[config.mk]
export PLATFORM = sky130hd
export DESIGN_NAME = instr_dec_stage_flat
export DESIGN_NICKNAME = d
export VERILOG_FILES = /design/src/rtl/instr_dec_stage_pkg.sv /design/src/rtl/instr_dec_stage_if.sv /design/src/rtl/instr_dec_stage_imm_gen.sv /design/src/rtl/instr_dec_stage.sv /design/src/flat_wrapper.sv
export SDC_FILE = /design/constraint.sdc
export NUM_CORES = 1
export LEC_CHECK = 0
export ABC_AREA = 1
export CORE_MARGIN = 3
export CORE_UTILIZATION = 35
export DETAILED_ROUTE_END_ITERATION = 10
export GPL_TIMING_DRIVEN = 0
export SETUP_SLACK_MARGIN = 0.15
export SYNTH_ARGS = -nofsm -noshare
export SYNTH_HDL_FRONTEND = slang
export SYNTH_SLANG_ARGS = --single-unit
export TNS_END_PERCENT = 20
[constraint.sdc]
create_clock -name clk -period 1.6 [get_ports clk]
set_clock_uncertainty 0.15 [all_clocks]
set_input_delay 0.32 -clock clk [delete_from_list [all_inputs] [get_ports clk]]
set_output_delay 0.32 -clock clk [all_outputs]
set_load 0.01 [all_outputs]
[src/rtl/instr_dec_stage_pkg.sv]
// Shared RV decode types: format tags, base opcodes and the decoded-entry record.
package rv_pkg;

    typedef enum logic [2:0] {
        FMT_R = 3'd0,
        FMT_I = 3'd1,
        FMT_S = 3'd2,
        FMT_B = 3'd3,
        FMT_U = 3'd4,
        FMT_J = 3'd5
    } fmt_e;

    localparam logic [6:0] OPC_LUI     = 7'b0110111;
    localparam logic [6:0] OPC_AUIPC   = 7'b0010111;
    localparam logic [6:0] OPC_JAL     = 7'b1101111;
    localparam logic [6:0] OPC_JALR    = 7'b1100111;
    localparam logic [6:0] OPC_BRANCH  = 7'b1100011;
    localparam logic [6:0] OPC_LOAD    = 7'b0000011;
    localparam logic [6:0] OPC_STORE   = 7'b0100011;
    localparam logic [6:0] OPC_OPIMM   = 7'b0010011;
    localparam logic [6:0] OPC_OP      = 7'b0110011;
    localparam logic [6:0] OPC_OPIMM32 = 7'b0011011;
    localparam logic [6:0] OPC_OP32    = 7'b0111011;
    localparam logic [6:0] OPC_MISCMEM = 7'b0001111;
    localparam logic [6:0] OPC_SYSTEM  = 7'b1110011;

    // Widest supported datapath; narrower builds leave the upper bits idle.
    localparam int XLEN_MAX = 64;

    typedef struct packed {
        logic [XLEN_MAX-1:0] pc;
        logic [4:0]          rd;
        logic [4:0]          rs1;
        logic [4:0]          rs2;
        logic [2:0]          funct3;
        logic [6:0]          funct7;
        logic [5:0]          shamt;
        logic [XLEN_MAX-1:0] imm;
        fmt_e                fmt;
        logic                illegal;
    } dec_t;

endpackage

[src/rtl/instr_dec_stage_if.sv]
// Fetch-side and execute-side handshake bundle of the decode stage.
interface instr_dec_stage_if
    import rv_pkg::*;
#(
    parameter int XLEN = 32
);
    localparam int SHW = $clog2(XLEN);

    logic            in_valid;
    logic            in_ready;
    logic [31:0]     in_instr;
    logic [XLEN-1:0] in_pc;

    logic            out_valid;
    logic            out_ready;
    logic [XLEN-1:0] out_pc;
    logic [4:0]      out_rd;
    logic [4:0]      out_rs1;
    logic [4:0]      out_rs2;
    logic [2:0]      out_funct3;
    logic [6:0]      out_funct7;
    logic [SHW-1:0]  out_shamt;
    logic [XLEN-1:0] out_imm;
    fmt_e            out_fmt;
    logic            out_illegal;

    modport master (
        output in_valid, in_instr, in_pc, out_ready,
        input  in_ready, out_valid, out_pc, out_rd, out_rs1, out_rs2,
               out_funct3, out_funct7, out_shamt, out_imm, out_fmt, out_illegal
    );

    modport slave (
        input  in_valid, in_instr, in_pc, out_ready,
        output in_ready, out_valid, out_pc, out_rd, out_rs1, out_rs2,
               out_funct3, out_funct7, out_shamt, out_imm, out_fmt, out_illegal
    );

endinterface

[src/rtl/instr_dec_stage_imm_gen.sv]
// Immediate generator: picks the bit layout for the format and sign-extends to XLEN.
module imm_gen
    import rv_pkg::*;
#(
    parameter int XLEN = 32
) (
    input  logic [31:0]     instr,
    input  fmt_e            fmt,
    output logic [XLEN-1:0] imm
);

    logic [31:0] imm32;
    logic        unused_opc;

    assign unused_opc = ^instr[6:0];

    // Assemble the 32-bit immediate; every layout already carries its sign in bit 31.
    always_comb begin
        imm32 = '0;
        case (fmt)
            FMT_I: imm32 = {{20{instr[31]}}, instr[31:20]};
            FMT_S: imm32 = {{20{instr[31]}}, instr[31:25], instr[11:7]};
            FMT_B: imm32 = {{19{instr[31]}}, instr[31], instr[7], instr[30:25], instr[11:8], 1'b0};
            FMT_U: imm32 = {instr[31:12], 12'b0};
            FMT_J: imm32 = {{11{instr[31]}}, instr[31], instr[19:12], instr[20], instr[30:21], 1'b0};
            default: imm32 = '0;
        endcase
    end

    generate
        if (XLEN == 64) begin : g_ext64
            assign imm = {{32{imm32[31]}}, imm32};
        end else begin : g_ext32
            assign imm = imm32;
        end
    endgenerate

endmodule

[src/rtl/instr_dec_stage.sv]
// Registered decode stage between fetch and execute, with optional skid entry.
module instr_dec_stage
    import rv_pkg::*;
#(
    parameter int XLEN    = 32,
    parameter int SKID_EN = 1
) (
    input logic               clk,
    input logic               rst_n,
    input logic               flush,
    instr_dec_stage_if.slave  bus
);

    localparam int SHW = $clog2(XLEN);

    generate
        if (XLEN != 32 && XLEN != 64) begin : g_bad_xlen
            $error("instr_dec_stage: XLEN must be 32 or 64");
        end
    endgenerate

    logic [31:0]     instr;
    logic [6:0]      opc;
    logic [2:0]      f3;
    fmt_e            dec_fmt;
    logic            dec_illegal;
    logic [XLEN-1:0] dec_imm;
    dec_t            dec_d;
    dec_t            main_q;
    dec_t            skid_q;
    logic            out_valid_q;
    logic            skid_valid_q;
    logic            in_ready;
    logic            in_fire;
    logic            main_free;

    assign instr = bus.in_instr;
    assign opc   = instr[6:0];
    assign f3    = instr[14:12];

    // Classify the opcode; anything unrecognised is flagged and treated as I-format.
    always_comb begin
        dec_fmt     = FMT_I;
        dec_illegal = 1'b0;
        case (opc)
            OPC_LUI, OPC_AUIPC: dec_fmt = FMT_U;
            OPC_JAL:            dec_fmt = FMT_J;
            OPC_BRANCH:         dec_fmt = FMT_B;
            OPC_STORE:          dec_fmt = FMT_S;
            OPC_OP:             dec_fmt = FMT_R;
            OPC_JALR, OPC_LOAD, OPC_OPIMM, OPC_MISCMEM, OPC_SYSTEM: dec_fmt = FMT_I;
            OPC_OPIMM32: begin
                if (XLEN != 64) dec_illegal = 1'b1;
            end
            OPC_OP32: begin
                if (XLEN == 64) dec_fmt = FMT_R;
                else            dec_illegal = 1'b1;
            end
            default: dec_illegal = 1'b1;
        endcase
        if (instr[1:0] != 2'b11 || instr == 32'd0) dec_illegal = 1'b1;
        if (XLEN == 32 && opc == OPC_OPIMM && (f3 == 3'b001 || f3 == 3'b101) && instr[25])
            dec_illegal = 1'b1;
        if (dec_illegal) dec_fmt = FMT_I;
    end

    imm_gen #(.XLEN(XLEN)) u_imm_gen (
        .instr (instr),
        .fmt   (dec_fmt),
        .imm   (dec_imm)
    );

    // Pack the decoded fields into the entry record that the buffers hold.
    always_comb begin
        dec_d         = '0;
        dec_d.pc      = XLEN_MAX'(bus.in_pc);
        dec_d.rd      = instr[11:7];
        dec_d.rs1     = instr[19:15];
        dec_d.rs2     = instr[24:20];
        dec_d.funct3  = instr[14:12];
        dec_d.funct7  = instr[31:25];
        dec_d.shamt   = (XLEN == 64) ? instr[25:20] : {1'b0, instr[24:20]};
        dec_d.imm     = XLEN_MAX'(dec_imm);
        dec_d.fmt     = dec_fmt;
        dec_d.illegal = dec_illegal;
    end

    assign in_ready  = (SKID_EN != 0) ? !skid_valid_q : (!out_valid_q || bus.out_ready);
    assign main_free = !out_valid_q || bus.out_ready;
    assign in_fire   = bus.in_valid && in_ready && !flush;

    // Main/skid buffering: skid drains into main first so order stays FIFO; flush wins.
    always_ff @(posedge clk or negedge rst_n) begin
        if (!rst_n) begin
            out_valid_q  <= 1'b0;
            skid_valid_q <= 1'b0;
            main_q       <= '0;
            skid_q       <= '0;
        end else if (flush) begin
            out_valid_q  <= 1'b0;
            skid_valid_q <= 1'b0;
        end else if (main_free) begin
            if (skid_valid_q) begin
                main_q       <= skid_q;
                out_valid_q  <= 1'b1;
                skid_valid_q <= 1'b0;
            end else if (in_fire) begin
                main_q      <= dec_d;
                out_valid_q <= 1'b1;
            end else begin
                out_valid_q <= 1'b0;
            end
        end else if (in_fire) begin
            skid_q       <= dec_d;
            skid_valid_q <= 1'b1;
        end
    end

    assign bus.in_ready    = in_ready;
    assign bus.out_valid   = out_valid_q;
    assign bus.out_pc      = main_q.pc[XLEN-1:0];
    assign bus.out_rd      = main_q.rd;
    assign bus.out_rs1     = main_q.rs1;
    assign bus.out_rs2     = main_q.rs2;
    assign bus.out_funct3  = main_q.funct3;
    assign bus.out_funct7  = main_q.funct7;
    assign bus.out_shamt   = main_q.shamt[SHW-1:0];
    assign bus.out_imm     = main_q.imm[XLEN-1:0];
    assign bus.out_fmt     = main_q.fmt;
    assign bus.out_illegal = main_q.illegal;

    generate
        if (XLEN < XLEN_MAX) begin : g_narrow
            logic unused_hi;
            assign unused_hi = ^{main_q.pc[XLEN_MAX-1:XLEN], main_q.imm[XLEN_MAX-1:XLEN],
                                 main_q.shamt[5]};
        end
    endgenerate

endmodule

[src/flat_wrapper.sv]
// flat-port wrapper written by rule: the top's interface ports become plain ports
module instr_dec_stage_flat import rv_pkg::*;
#(
    parameter int XLEN    = 32,
    parameter int SKID_EN = 1
)
  (clk, rst_n, flush, bus_in_valid, bus_in_instr, bus_in_pc, bus_out_ready, bus_in_ready, bus_out_valid, bus_out_pc, bus_out_rd, bus_out_rs1, bus_out_rs2, bus_out_funct3, bus_out_funct7, bus_out_shamt, bus_out_imm, bus_out_fmt, bus_out_illegal);
  instr_dec_stage_if #(.XLEN(XLEN)) bus_i ();
  input logic clk;
  input logic rst_n;
  input logic flush;
  input wire logic [$bits(bus_i.in_valid)-1:0] bus_in_valid;
  input wire logic [$bits(bus_i.in_instr)-1:0] bus_in_instr;
  input wire logic [$bits(bus_i.in_pc)-1:0] bus_in_pc;
  input wire logic [$bits(bus_i.out_ready)-1:0] bus_out_ready;
  output wire logic [$bits(bus_i.in_ready)-1:0] bus_in_ready;
  output wire logic [$bits(bus_i.out_valid)-1:0] bus_out_valid;
  output wire logic [$bits(bus_i.out_pc)-1:0] bus_out_pc;
  output wire logic [$bits(bus_i.out_rd)-1:0] bus_out_rd;
  output wire logic [$bits(bus_i.out_rs1)-1:0] bus_out_rs1;
  output wire logic [$bits(bus_i.out_rs2)-1:0] bus_out_rs2;
  output wire logic [$bits(bus_i.out_funct3)-1:0] bus_out_funct3;
  output wire logic [$bits(bus_i.out_funct7)-1:0] bus_out_funct7;
  output wire logic [$bits(bus_i.out_shamt)-1:0] bus_out_shamt;
  output wire logic [$bits(bus_i.out_imm)-1:0] bus_out_imm;
  output wire logic [$bits(bus_i.out_fmt)-1:0] bus_out_fmt;
  output wire logic [$bits(bus_i.out_illegal)-1:0] bus_out_illegal;
  assign bus_i.in_valid = bus_in_valid;
  assign bus_i.in_instr = bus_in_instr;
  assign bus_i.in_pc = bus_in_pc;
  assign bus_i.out_ready = bus_out_ready;
  assign bus_in_ready = bus_i.in_ready;
  assign bus_out_valid = bus_i.out_valid;
  assign bus_out_pc = bus_i.out_pc;
  assign bus_out_rd = bus_i.out_rd;
  assign bus_out_rs1 = bus_i.out_rs1;
  assign bus_out_rs2 = bus_i.out_rs2;
  assign bus_out_funct3 = bus_i.out_funct3;
  assign bus_out_funct7 = bus_i.out_funct7;
  assign bus_out_shamt = bus_i.out_shamt;
  assign bus_out_imm = bus_i.out_imm;
  assign bus_out_fmt = bus_i.out_fmt;
  assign bus_out_illegal = bus_i.out_illegal;
  instr_dec_stage #(.XLEN(XLEN), .SKID_EN(SKID_EN)) u_core (.clk(clk), .rst_n(rst_n), .flush(flush), .bus(bus_i));
endmodule
==> metrics <==
largest family of logic cells by synthesized area=simple AND/OR/NAND/NOR gates; layout cell share with drive strength beyond 1=0.290; 1st-iter DRT viols=573; worst skew pair latency=0.43 ns; GRT Total Usage=0.212; Initial DRT Pass Iterations=7; number of global-route vias before repair=7,849; Antenna Violating Nets Remaining=0; synth top area cells=dfrtp_1 (56%), nand2_1 (13%), o21ai_0 (11%); Die Wd=162 µm; Final HPWL DP=18,700 µm; Leakage=6.00 nW; most common cell after layout, fill and taps aside=nand2_1; clock root buffer=clkbuf_16; Die Span Y=162 µm; pwr dens=1120 nW/µm²; Fin. Hold Viols=86; Worst path slowest cell=dfrtp_1; routability cong.=0.858; Synth Area in XOR/XNOR=0; Mapped Nets=1,088; first-pass GRT wire length=43,300 µm; Worst Setup Slack, final=-0.177 ns; post-layout min period=1.78 ns; core area=23,600 µm²; dpl cells=1,507; Via density=5.02; CTS H-Tree Depth=4; maxcap violations=0; Tcrit/Tclk final=1.11; final-stage net count=1,308; Routed WL per cell=17.5 µm; Post-synth ARST share=1.00; Critical Path Fanout Max=8; total chip power=13.5 mW; post-synthesis area per instance=8.31 µm²; tightest hold margin=-0.269 ns; Port-buffer cells=168; CTS tree=yes; largest net degree at the start of global routing=103; post-synthesis adder-cell area fraction=0; Placed Area=10,600 µm²; Setup Crit Path Kind=register to register; Reg clk slew, reported paths=0.07 ns; CP endpoint kind=register; setup violators final=176; commonest non-fill, non-tap cells in the layout=nand2_1 (258), dfrtp_1 (187), o21ai_0 (113); Starting Density=0.358; total number of vias=7,886; Startpoint Class=register; Post-synth EDFFs=0; synthesized area=8460 µm²; row cnt=56; # fillers=2,290; violated checks=negative hold slack, negative setup slack; Crit path required time=1.77 ns; simple-gate share of the synthesized area=0.208; CTS buffer count=17; prevailing post-synth register cell=dfrtp_1; Max transition margin=0.548; Synth Area in Compound Gates=0.159; status=finished, violations left; CP startpoint=u_core.skid_valid_q; Pins Over Slew Limit=0; Layout area overhead=42.1%; worst r2r src=u_core.skid_valid_q; total wire length=27,500 µm; multiplexer area fraction after synthesis=0; worst-margin pin slew=0.679 ns; CTS sink cnt=188; Final Core Density=0.509; synthesized flop and latch total=188; GRT Residual Overflow=0; fmax=563 MHz; Peak VDD IR=0.000607 V; fin cells=1,572; count of cell types in the netlist=32; CP Cell Sequence=inv_4, buf_6, a21oi_4, nand2_8, buf_16, buf_8, clkbuf_16, nand2_4, o21ai_2; unrepaired setup endpoints after global routing=true; post-synthesis sequential area ratio=0.556; die area=26,100 µm²; initial antenna violation count=1; crit-path max cell delay=0.42 ns; area share of the leading cell type in the synthesized netlist=0.556; dominant cell type by area after synthesis=dfrtp_1; final instance area=12,000 µm²; Ports=169; drc violations=0; synthesized instance count=1,019; setup TNS=-15.34 ns; Synth Warn #=0; Worst Path Arrival=1.94 ns; maximum clock insertion buffer count=2; worst hold path class=primary input to async pin
==> cell type report <==
class	count	area, µm²	area share
antenna	1	2.50	0.000208
buffer	67	681	0.0566
clock buffer	17	425	0.0354
clock inverter	15	139	0.0115
inverter	83	334	0.0278
multi-input combinational	679	3540	0.295
sequential	188	4710	0.391
tap	319	399	0.0332
timing repair buffer	203	1800	0.150
==> metrics by stage <==
step	hold WS, ns	worst slack (ns)
3_3_place_gp	0.311	-8.17
4_1_cts	-0.242	-0.143
2_1_floorplan	-0.126	0.0932
6_report	-0.269	-0.177
3_5_place_dp	0.224	-0.875
5_1_grt	-0.232	-0.231
==> power by group <==
group | switching [mW] | total, mW | internal (mW)
logic | 1.59 | 3.02 | 1.42
clock network | 1.96 | 4.13 | 2.17
registers | 0.587 | 6.34 | 5.75
==> flip-flops by register name (all words and copies together), names as in the netlist <==
signal / cells
u_core.bus.out_fmt: 3
u_core.skid_q: 93
u_core.bus.out_shamt: 5
u_core.skid_valid_q: 1
u_core.bus.out_rd: 5
u_core.bus.out_rs1: 5
u_core.bus.out_valid: 1
u_core.bus.out_pc: 32
u_core.bus.out_illegal: 1
u_core.bus.out_imm: 32
u_core.bus.out_funct3: 3
u_core.bus.out_funct7: 7
==> critical path: cells and delay by family, from the launching register on <==
family	cells	cell delay, ns
AOI/OAI and AO/OA	2	0.24
buffers and inverters	5	0.65
and+or+nand+nor	2	0.18
DFF	1	0.42
==> kinds of logic after synthesis <==
logic type	count (synthesis)
AND/OR/NAND/NOR	421
buffers and inverters	152
AO/OA/AOI/OAI	258
flip-flops	188
==> synth_stat cells, types with 6 or more instances <==
library cell  count
dfrtp_1         188
clkbuf_1         34
nand3_1          21
o21ai_0         182
nand2_1         300
buf_2            24
nor2_1           62
a21oi_1          20
nand2_2          15
inv_1            79
o21ai_1          24
o22ai_1           6
a31oi_1          17
o31ai_1           6
nand4_1           9
==> what timing repair did <==
item,CTS,global route
setup endpoints to repair,288,286
endpoints found under the hold margin,86,86
gates resized for setup,528,233
pin swaps,8,14
cloned,9,2
buffers inserted,14,9
==> worst paths after layout <==
kind | end | slack, ns | cells after the start
max | u_core.bus.out_rs1[3] | -0.18 | 9
min | u_core.bus.out_pc[8] | -0.27 | 1
max reg2reg | u_core.bus.out_rs1[3] | -0.18 | 9
min reg2reg | u_core.bus.out_imm[2] | 0.32 | 2
max in group asynchronous | u_core.bus.out_imm[24] | 0.61 | 2
min in group clk | u_core.skid_q[2] | 0.27 | 6
==> per-layer routing <==
layer | routed length, µm | global-route usage
met1 | 12500 | 0.297
met2 | 12900 | 0.329
met3 | 1630 | 0.0446
met4 | 470 | 0.0731
met5 | 0 | 0
No activity file was read; power rests on OpenSTA's default activity.
